**config.mk**
```make
export PLATFORM = sky130hd
export DESIGN_NAME = bios_boot_watchdog
export DESIGN_NICKNAME = d
export VERILOG_FILES = /design/src/rtl/bios_boot_watchdog.sv
export SDC_FILE = /design/constraint.sdc
export NUM_CORES = 1
export LEC_CHECK = 0
export ABC_CLOCK_PERIOD_IN_PS = 2750
export CAP_MARGIN = 20
export CORE_MARGIN = 2
export CORE_UTILIZATION = 59
export CTS_CLUSTER_DIAMETER = 200
export CTS_CLUSTER_SIZE = 24
export DETAILED_ROUTE_END_ITERATION = 6
export PLACE_DENSITY = 0.86
export REMOVE_ABC_BUFFERS = 1
export SLEW_MARGIN = 15
export SYNTH_ARGS = -nofsm -noshare
export SYNTH_HDL_FRONTEND = slang
export SYNTH_SLANG_ARGS = --single-unit
```
**constraint.sdc**
```tcl
create_clock -name Clk -period 2.75 [get_ports Clk]
set_input_delay 0.4125 -clock Clk [delete_from_list [all_inputs] [get_ports Clk]]
set_output_delay 0.4125 -clock Clk [all_outputs]
set_load 0.02 [all_outputs]
```
**src/rtl/bios_boot_watchdog.sv**
```systemverilog
// rtl/bios_boot_watchdog.sv - dual-BIOS boot sequencer with POST watchdog and failover reset request
module bios_boot_watchdog #(
   parameter int PRESCALE      = 33000,
   parameter int TIMEOUT_TICKS = 2000,
   parameter int RST_PULSE_CYC = 16
) (
   input  logic       Clk,
   input  logic       Reset_N,
   input  logic       Pwr_ok,
   input  logic       PciReset,
   input  logic       PostDone,
   input  logic       Next_Bios,
   input  logic       WdtEn,
   output logic       Active_Bios,
   output logic [1:0] BIOS_CS_N,
   output logic       FailoverRst_N,
   output logic [1:0] BiosFail,
   output logic       FailAll,
   output logic [2:0] WdtState
);

   localparam int PW = (PRESCALE > 1) ? $clog2(PRESCALE) : 1;
   localparam int TW = $clog2(TIMEOUT_TICKS + 1);
   localparam int RW = $clog2(RST_PULSE_CYC + 1);
   localparam logic [PW-1:0] PRESC_MAX = PW'(PRESCALE - 1);
   localparam logic [TW-1:0] TICK_MAX  = TW'(TIMEOUT_TICKS);
   localparam logic [TW-1:0] TICK_LAST = TW'(TIMEOUT_TICKS - 1);
   localparam logic [RW-1:0] PULSE_MAX = RW'(RST_PULSE_CYC);

   typedef enum logic [2:0] {
      OFF      = 3'd0,
      HOLD     = 3'd1,
      BOOT     = 3'd2,
      DONE     = 3'd3,
      FAILOVER = 3'd4,
      DEAD     = 3'd5
   } state_t;

   state_t        state;
   logic [1:0]    pwr_sync;
   logic [1:0]    pci_sync;
   logic [1:0]    post_sync;
   logic          pci_prev;
   logic          pwr_ok_s;
   logic          pci_s;
   logic          post_s;
   logic          pci_rise;
   logic [PW-1:0] presc;
   logic [TW-1:0] ticks;
   logic [RW-1:0] pulse_cnt;
   logic          retry;
   logic          tick;
   logic          expired;

   always_ff @(posedge Clk or negedge Reset_N) begin
      if (!Reset_N) begin
         pwr_sync  <= '0;
         pci_sync  <= '0;
         post_sync <= '0;
         pci_prev  <= 1'b0;
      end else begin
         pwr_sync  <= {pwr_sync[0], Pwr_ok};
         pci_sync  <= {pci_sync[0], PciReset};
         post_sync <= {post_sync[0], PostDone};
         pci_prev  <= pci_sync[1];
      end
   end

   assign pwr_ok_s = pwr_sync[1];
   assign pci_s    = pci_sync[1];
   assign post_s   = post_sync[1];
   assign pci_rise = pci_s & ~pci_prev;
   assign tick     = (presc == PRESC_MAX);
   // Expiry lands on the edge that produces the final tick, so the window is exactly TIMEOUT_TICKS*PRESCALE.
   assign expired  = (ticks == TICK_MAX) || (tick && (ticks == TICK_LAST));
   assign WdtState = state;

   always_ff @(posedge Clk or negedge Reset_N) begin
      if (!Reset_N) begin
         state         <= OFF;
         Active_Bios   <= 1'b0;
         BIOS_CS_N     <= 2'b10;
         FailoverRst_N <= 1'b1;
         BiosFail      <= 2'b00;
         FailAll       <= 1'b0;
         presc         <= '0;
         ticks         <= '0;
         pulse_cnt     <= '0;
         retry         <= 1'b0;
      end else if (!pwr_ok_s) begin
         state         <= OFF;
         FailoverRst_N <= 1'b1;
         retry         <= 1'b0;
         presc         <= '0;
         ticks         <= '0;
         pulse_cnt     <= '0;
         if (state == OFF) begin
            BiosFail <= 2'b00;
            FailAll  <= 1'b0;
         end
      end else begin
         case (state)
            OFF: begin
               BiosFail <= 2'b00;
               FailAll  <= 1'b0;
               state    <= HOLD;
            end
            HOLD: begin
               if (pci_rise) begin
                  // A retry boot keeps the image chosen by FAILOVER and its failure history.
                  if (!retry) begin
                     Active_Bios <= Next_Bios;
                     BIOS_CS_N   <= Next_Bios ? 2'b01 : 2'b10;
                     BiosFail    <= 2'b00;
                  end
                  retry <= 1'b0;
                  presc <= '0;
                  ticks <= '0;
                  state <= BOOT;
               end
            end
            BOOT: begin
               if (!pci_s) begin
                  presc <= '0;
                  ticks <= '0;
                  state <= HOLD;
               end else if (post_s) begin
                  state <= DONE;
               end else if (expired && WdtEn) begin
                  presc <= '0;
                  ticks <= '0;
                  state <= FAILOVER;
               end else begin
                  presc <= tick ? '0 : presc + PW'(1);
                  if (tick && (ticks != TICK_MAX)) begin
                     ticks <= ticks + TW'(1);
                  end
               end
            end
            DONE: begin
               if (!pci_s) begin
                  state <= HOLD;
               end
            end
            FAILOVER: begin
               if (pulse_cnt == '0) begin
                  BiosFail[Active_Bios] <= 1'b1;
                  if (BiosFail[~Active_Bios]) begin
                     FailAll <= 1'b1;
                     state   <= DEAD;
                  end else begin
                     Active_Bios   <= ~Active_Bios;
                     BIOS_CS_N     <= Active_Bios ? 2'b10 : 2'b01;
                     retry         <= 1'b1;
                     FailoverRst_N <= 1'b0;
                     pulse_cnt     <= RW'(1);
                  end
               end else if (pulse_cnt == PULSE_MAX) begin
                  FailoverRst_N <= 1'b1;
                  pulse_cnt     <= '0;
                  state         <= HOLD;
               end else begin
                  pulse_cnt <= pulse_cnt + RW'(1);
               end
            end
            DEAD: begin
               state <= DEAD;
            end
            default: begin
               state <= OFF;
            end
         endcase
      end
   end

endmodule

```
Word-level counts from Yosys, hierarchy flattened --
Index checks and enable logic that the tools add are counted.
Storage, ports and cells: bits in read-only memories 0, logic and storage cells 140, bits in latches 0, RAM bits 0, memories kept 0, output and inout port bits 10, bits in registers 50, bits of input ports 7
Cells by class: multipliers 0, $lt $le $gt $ge 3, mux-type cells 66, shift-type cells 0, reductions and logical operators 20, add/sub/neg operators 3, divide/modulo/power cells 0, equal/unequal tests 30, bitwise operators 4
Operators by type and width (number):
- two-way mux 16 bit | 6
- two-way mux 11 bit | 6
- one-hot mux 16 bit (2 select lines) | 1
- two-way mux 3 bit | 9
- two-way mux 5 bit | 5
- == test 11 bit, second input constant | 2
- two-way mux 2 bit | 11
- one-hot mux 11 bit (2 select lines) | 1
- != test 3 bit, second input constant | 7
- two-way mux 1 bit | 20
- one-hot mux 3 bit (6 select lines) | 1
- adder 16 x 1 -> 16 bit, second input constant | 1
- == test 16 bit, second input constant | 1
- != test 4 bit, second input constant | 3
- AND reduction 4 bit | 3
- adder 11 x 1 -> 11 bit, second input constant | 1
- != test 11 bit, second input constant | 1
- != test 5 bit, second input constant | 2
- AND reduction 5 bit | 2
- != test 3 x 1 -> 1 bit, second input constant | 3
- != test 2 bit, second input constant | 4
- == test 3 x 2 -> 1 bit, second input constant | 2
- == test 3 bit, second input constant | 2
- one-hot mux 1 bit (2 select lines) | 3
- other kinds (21) | 29

Longest topological paths before layout --
Gate-level depths: netlist of the first run.
word-level depth 9, gate-level depth with buffers 9, depth with buffers taken out 7

Worst setup path before layout of the first run --
Ideal clock, no wire load.
path type register -> register, from register state[2], in the netlist WdtState[2], to register ticks[9], period minus slack after synthesis 2.106 ns, arrival 1.978 ns, path slack 0.644 ns, library setup time 0.128 ns, data required time 2.622 ns, stages on the path, launching flop included 9, buffers on the path 3, cells stage by stage dfrtp_1 -> buf_2 -> nand2b_1 -> or3_1 -> clkbuf_1 -> a211oi_1 -> nand4bb_1 -> buf_2 -> o22ai_1
On the way: cells in the longest elaborated chain, start to end 3, elaborated cells on any way between the ends 9, classes of those cells eq/ne: 6; mux: 2; reduce/logical: 1
Ends and longest elaborated chain:
- start, declared | RTL line 39 | state_t state;
- start signal, assigned | RTL line 80 | state <= OFF;
- start signal, assigned | RTL line 91 | state <= OFF;
- start signal, assigned | RTL line 106 | state <= HOLD;
- == test 3 x 2 -> 1 bit / == test 3 x 1 -> 1 bit (equally long branches) | RTL line 102 | case (state)
- != test 5 bit (no source line), or another cell as far along
- AND reduction 4 bit (no source line) / two-way mux 11 bit (equally long branches)
- end signal, assigned | RTL line 136 | ticks <= ticks + TW'(1);
- end, declared | RTL line 49 | logic [TW-1:0] ticks;
Several ways; a longest one is shown, not always the timed one. A chain may end at the register's enable or synchronous reset.

Final worst setup path of the first run --
from register presc[3], to register ticks[10]
On the way: cells in the longest elaborated chain, start to end 9, elaborated cells on any way between the ends 12, classes of those cells eq/ne: 2; mux: 5; reduce/logical: 5
Ends and longest elaborated chain:
- start, declared | RTL line 48 | logic [PW-1:0] presc;
- start signal, assigned | RTL line 134 | presc <= tick ? '0 : presc + PW'(1);
- == test 16 bit * | RTL line 73 | assign tick = (presc == PRESC_MAX);
- logical AND 1 bit | RTL line 75 | assign expired = (ticks == TICK_MAX) || (tick && (ticks == TICK_LAST));
- logical OR 1 bit | RTL line 75
- logical AND 1 bit | RTL line 129 | end else if (expired && WdtEn) begin
- two-way mux 11 bit | RTL line 129
- two-way mux 11 bit | RTL line 127 | end else if (post_s) begin
- two-way mux 11 bit | RTL line 123 | if (!pci_s) begin
- one-hot mux 11 bit (2 select lines) | RTL line 102
- two-way mux 11 bit | RTL line 90 | end else if (!pwr_ok_s) begin
Mark *: on every way between the ends. The rest lies on a longest branch, timed or not. The select of a mux whose other input is x is not followed.

==> run metrics, run 1 <==
status finished, final reports clean; GPL Wtd Cong about 0.8; Via Count about 2,300; Critical Path Sink Type register; first drt pass iteration count 4; CP startpoint kind register; achievable clock frequency 422 MHz; nets 340; fill cell count about 350; RSZ-0062 raised after global routing false; post-CTS setup buffer count 0; Synth cell types 53; relative slew slack around two fifths; Max IR drop VDD about 0.39 mV; Core ar. between 4000 and 5000 sq um; antenna violations before repair 0; die area between 5000 and 6000 sq um; synthesized area about 2800 sq um; Req. time, crit path slightly below 3000 ps; CTS root buf clkbuf_8; Final Setup Violations 0; Syn Area/Cell 9.02 sq um; CTS Buffer Depth 2; n_diodes 0; top_reg_cell synth dfrtp_1; worst min-delay path class in2async; largest net degree at the start of global routing between 40 and 50; Hold Buf Count CTS 0; Critical R2R Launch presc[3]; Starting Density 60.0%; Final Non-Filler Cells 383; Least-Margin Pin Slew between 800 and 900 ps; pins over their slew limit 0; Core Util, Final 67.6%; All-Layer GR Usage between 20% and 30%; number of flops mapped to enable cells by yosys 0; final hold vios 0; post-synthesis async set-or-reset flop share 100%; H-Tree Depth 2; Post-DP HPWL just over 4000 um; Clock transition at path regs about 80 ps; most frequent cell after synthesis dfrtp_1; Port-buffer cells 16; R2R depth 6; detailed-route vias per instance 6.12; total negative setup slack 0 ps; synth warn 0; Die Ht roughly 73 um; row cnt 25; Synth Register Bits 49; share of cells above drive strength 1 between 10% and 20%; Worst-Skew Late Latency ~300 ps; CP arrival around 2600 ps; first-pass GRT wire length 10,100 um; TritonCTS clock tree done; crit-path max FO 9; Area Growth Syn to Fin 12.7%; Tcrit/Tclk final roughly 86%; Reg-to-Reg End ticks[10]; Seq/Total Area, Yosys between 40% and 50%; most area-consuming cells after synthesis dfrtp_1, a21oi_1, nand2_1; number of DRC markers in iteration 0 200; R2R Setup Slk 380 ps; number of global-route vias before repair about 2,300; # placed instances ~380; FF+latch area 1230 sq um; Die X 72.8 um; GRT overflow 0; Cells after Synth just over 300; clk_skew slightly below 9 ps; Post-CTS Resized 0; routed wire length 5830 um; critical path type reg2reg; Leak roughly 0.0012 uW; Clock Sinks 49; max-cap check violation count 0; most frequent cells after synthesis dfrtp_1, nand2_1, a21oi_1; Power Dens Cells roughly 570 nW/um^2; Final Critical Period about 2400 ps; Post-route DRC 0; combined area of the multi-input logic cells approximately 1400 sq um; WL/cell 15.2 um; Post-DRT Antenna Nets 0; top-area cell type share of the netlist area between 40 and 50%; # IOs 17; Synth area leader dfrtp_1; CTS buffer count 5
==> worst max path at each step <==
| stage | startpoint | endpoint | slack [ps] | cells after the start |
|---|---|---|---|---|
| after floorplan | WdtState[1] | ticks[9] | 120 | 5 |
| after global placement | presc[3] | ticks[0] | 470 | 6 |
| after detailed placement | presc[3] | ticks[5] | 380 | 6 |
| after CTS | presc[3] | ticks[5] | 350 | 6 |
| after global routing | presc[3] | ticks[5] | 120 | 6 |
| final | presc[3] | ticks[10] | 380 | 6 |
==> metrics by stage <==
stage	hold slack (ps)	worst slack (ps)	cell area, sq um	total power, uW
after global placement	332	467	3040	1290
after floorplan	117	118	2710	1100
after detailed placement	340	378	3040	1310
after CTS	258	348	3150	1810
final	230	381	3150	1800
after global routing	295	116	3150	1890
==> power by group <==
group | internal [uW] | switching (uW) | total, uW | leakage (uW)
sequential | 771 | 61.8 | 833 | 0.000656
combinational | 207 | 258 | 465 | 0.000494
clock | 270 | 232 | 502 | 0.0000552
==> registers in the layout, summed over array words and instances, names as in the netlist <==
name	cells
WdtState	3
FailAll	1
pulse_cnt	5
BIOS_CS_N	2
presc	16
FailoverRst_N	1
retry	1
ticks	11
post_sync	2
pci_prev	1
BiosFail	2
pwr_sync	2
pci_sync	2
==> final cells by class <==
cell class	instances	area share, %
clock inverters	2	1.11
repair buffers	31	8.50
clock buffers	6	2.30
well taps	54	2.14
flip-flops and latches	49	39.0
multi-input cells	221	44.6
inverters	20	2.38
==> cells by family (layout without fill, tap and decap cells) <==
logic type	after synthesis	after routing	synth area share, %
compound gates	86	86	19.7
xor+xnor	1	1	0.313
fa+ha+maj	5	5	2.24
buf+inv	40	59	5.82
flops	49	49	43.9
mux	3	3	1.12
simple gates	126	126	26.8
==> worst max-delay path, cell delays in order, from the launching register on <==
cell and delay, ps:
dfrtp_1 450, or4_1 600, nor4_4 260, buf_4 180
a211oi_1 80, nand4bb_1 450, o22ai_1 260
==> placed cells by master (no fill, tap or decap), types with 10 or more instances in the layout <==
cell             count
a21oi_1             21
buf_4               15
clkdlybuf4s50_1     15
dfrtp_1             47
inv_1               20
nand2_1             23
nand3_1             16
nand4_1             11
nor2_1              18
o21ai_0             14
o22ai_1             10
o31ai_1             11
or4_1               11
==> routing by layer <==
metal | global-route usage (%) | vias up | part of all wire (%)
met1 | 33.1 | 1108 | 48
met3 | 4.97 | 6 | 3.0
met5 | 0 | - | 0
li1 | - | 1194 | -
met2 | 37.9 | 37 | 48
met4 | 6.58 | 0 | 0.82
(Power assumes the default switching activity.)
==> inputs of run 2 (changes only) <==
CORE_UTILIZATION = 60   (was 59)
DONT_BUFFER_PORTS = 1   (was default)
PLACE_DENSITY = 0.83   (was 0.86)
==> run 2 against run 1 <==
Critical path depth fell by 1. Sequential share of layout area rose by 1.6 points. Largest power group unchanged. Clock power rose by 7.4%. Register-to-register slack got worse by 90 ps. Largest cell class unchanged. Power fell by 3.6%. Highest routed layer unchanged. Sequential power rose by 7.4%. Critical endpoint unchanged. Fmax fell by 3.7%. Combinational power fell by 35%. Routed wire length rose by 0.96%.
==> run metrics, run 2 (synthesis results as in run 1) <==
Critical R2R Launch presc[3]; combinational share of power 17.4%; worst hold margin about 130 ps; hold depth 0; Core ar. around 4400 sq um; CP startpoint kind register; total negative setup slack 0 ps; Leak 0.00115 uW; relative slew slack between 40% and 50%; first drt pass iteration count 4; RSZ-0062 raised after global routing false; Clock transition at path regs ~90 ps; Area Growth Syn to Fin 8.19%; Worst-Skew Late Latency 310 ps; Die Ht slightly above 70 um; R2R Setup Slk between 200 and 300 ps; Int Power 1190 uW; TritonCTS clock tree done; Starting Density ~63%; Die X 72.3 um; worst min-delay path class in2reg; Tcrit/Tclk final between 80% and 90%; Worst path max stage delay 590 ps; detailed-route vias per instance about 6.4; Max IR drop VDD ~0.35 mV; # IOs 17; Post-route DRC 0; Most flops, register presc; CP arrival approximately 2700 ps; setup slack after placement 302 ps; CTS root buf clkbuf_8; R2R depth 5; crit-path max FO 9; number of DRC markers in iteration 0 188; critical path type reg2reg; Final Critical Period ~2500 ps; GRT overflow 0; row cnt 24; placed cell area 2870 sq um; Sw Ratio between 30 and 40%; Final Non-Filler Cells 365; GPL Wtd Cong around 0.83; most frequent cells in the layout dfrtp_1, nand2_1, a21oi_1; H-Tree Depth 2; Worst Hold Launch Pwr_ok; max-cap check violation count 0; WL/cell 16.1 um; n_diodes 0; die area ~5200 sq um; Via Count between 2,000 and 2,500; # placed instances between 300 and 400; pins over their slew limit 0; Post-CTS Resized 0; CTS Buffer Depth 2; fin worst setup slack 291 ps; Critical Path Sink Type register; Port-buffer cells 0; All-Layer GR Usage between 20% and 30%; CTS buffer count 5; share of cells above drive strength 1 around a tenth; Slowest-stage cell, CP or4_1; routed wire length a little under 6000 um; Least-Margin Pin Slew roughly 800 ps; number of global-route vias before repair 2,270; worst path bufs/invs 0; Post-DP HPWL roughly 4000 um; Post-DRT Antenna Nets 0; Req. time, crit path ~3000 ps; fin area ~3000 sq um; critical-path cell list or4_1 > nor4_4 > a211oi_1 > nand4bb_1 > o22ai_1; family with the most delay on the worst path simple AND/OR/NAND/NOR gates; antenna violations before repair 0; status finished, final reports clean; P_sw ~540 uW; clock group share of total power between 30% and 40%; clk_skew 10.2 ps; Power Dens Cells 574 nW/um^2; Clock Sinks slightly below 50; Largest register FFs 16; register share of total power approximately 52%; first-pass GRT wire length slightly above 10,000 um; hold endpoint pwr_sync[0]; Final Setup Violations 0; largest registers presc (16), ticks (11), pulse_cnt (5); nets 324; largest net degree at the start of global routing 50; achievable clock frequency slightly above 400 MHz; Reg-to-Reg End ticks[10]; final hold vios 0; commonest non-fill, non-tap cell in the layout dfrtp_1
-- run 2: metrics by stage --
| stage | total power [uW] | utilization (%) |
|---|---|---|
| after global placement | 1180 | 65.1 |
| after global routing | 1810 | 68.5 |
| after floorplan | 1100 | - |
| after CTS | 1740 | 68.5 |
| final | 1740 | 68.5 |
| after detailed placement | 1190 | 65.1 |
-- run 2: metal layers --
layer / wire length, um / global-route usage, % / vias up
met3: 215 / 4.86 / 4
li1: - / - / 1171
met1: 2780 / 35.1 / 1127
met5: 0 / 0 / -
met4: 27 / 4.40 / 0
met2: 2860 / 39.9 / 46
-- run 2: area by class of cell --
cell class,instances,area (sq um)
multi-input cells,221,1410
fillers,354,1390
flip-flops and latches,49,1230
repair buffers,15,135
clock buffers,7,86.3
inverters,20,75.1
well taps,52,65.1
clock inverters,1,30.0
-- run 2: power by group through the flow --
| stage | logic (uW) | clock network [uW] | registers [uW] |
|---|---|---|---|
| CTS | 300 | 541 | 896 |
| finish | 302 | 539 | 895 |
| detailed placement | 279 | 0 | 911 |
| global route | 340 | 565 | 907 |
| global placement | 274 | 0 | 910 |
| floorplan | 192 | 0 | 909 |
-- run 2: worst max path at each step --
stage / startpoint / cells after the start / to / slack (ps)
2_1_floorplan: WdtState[1] / 5 / ticks[9] / 120
4_1_cts: presc[13] / 5 / ticks[10] / 310
6_report: presc[3] / 5 / ticks[10] / 290
3_3_place_gp: presc[3] / 5 / ticks[6] / 400
3_5_place_dp: presc[13] / 5 / ticks[10] / 300
5_1_grt: presc[0] / 6 / ticks[10] / 60
-- run 2: repair_timing --
action / CTS / global route
hold buffers: 2 / 0
endpoints found under the hold margin: 49 / 0
endpoints found under the setup margin: 0 / 0
buffers inserted: 0 / 0
-- run 2: worst register-to-register path, cell delays in order (launching register included) --
cell       delay (ps)
dfrtp_1           450
or4_1             590
nor4_4            370
a211oi_1          150
nand4bb_1         530
o22ai_1           280
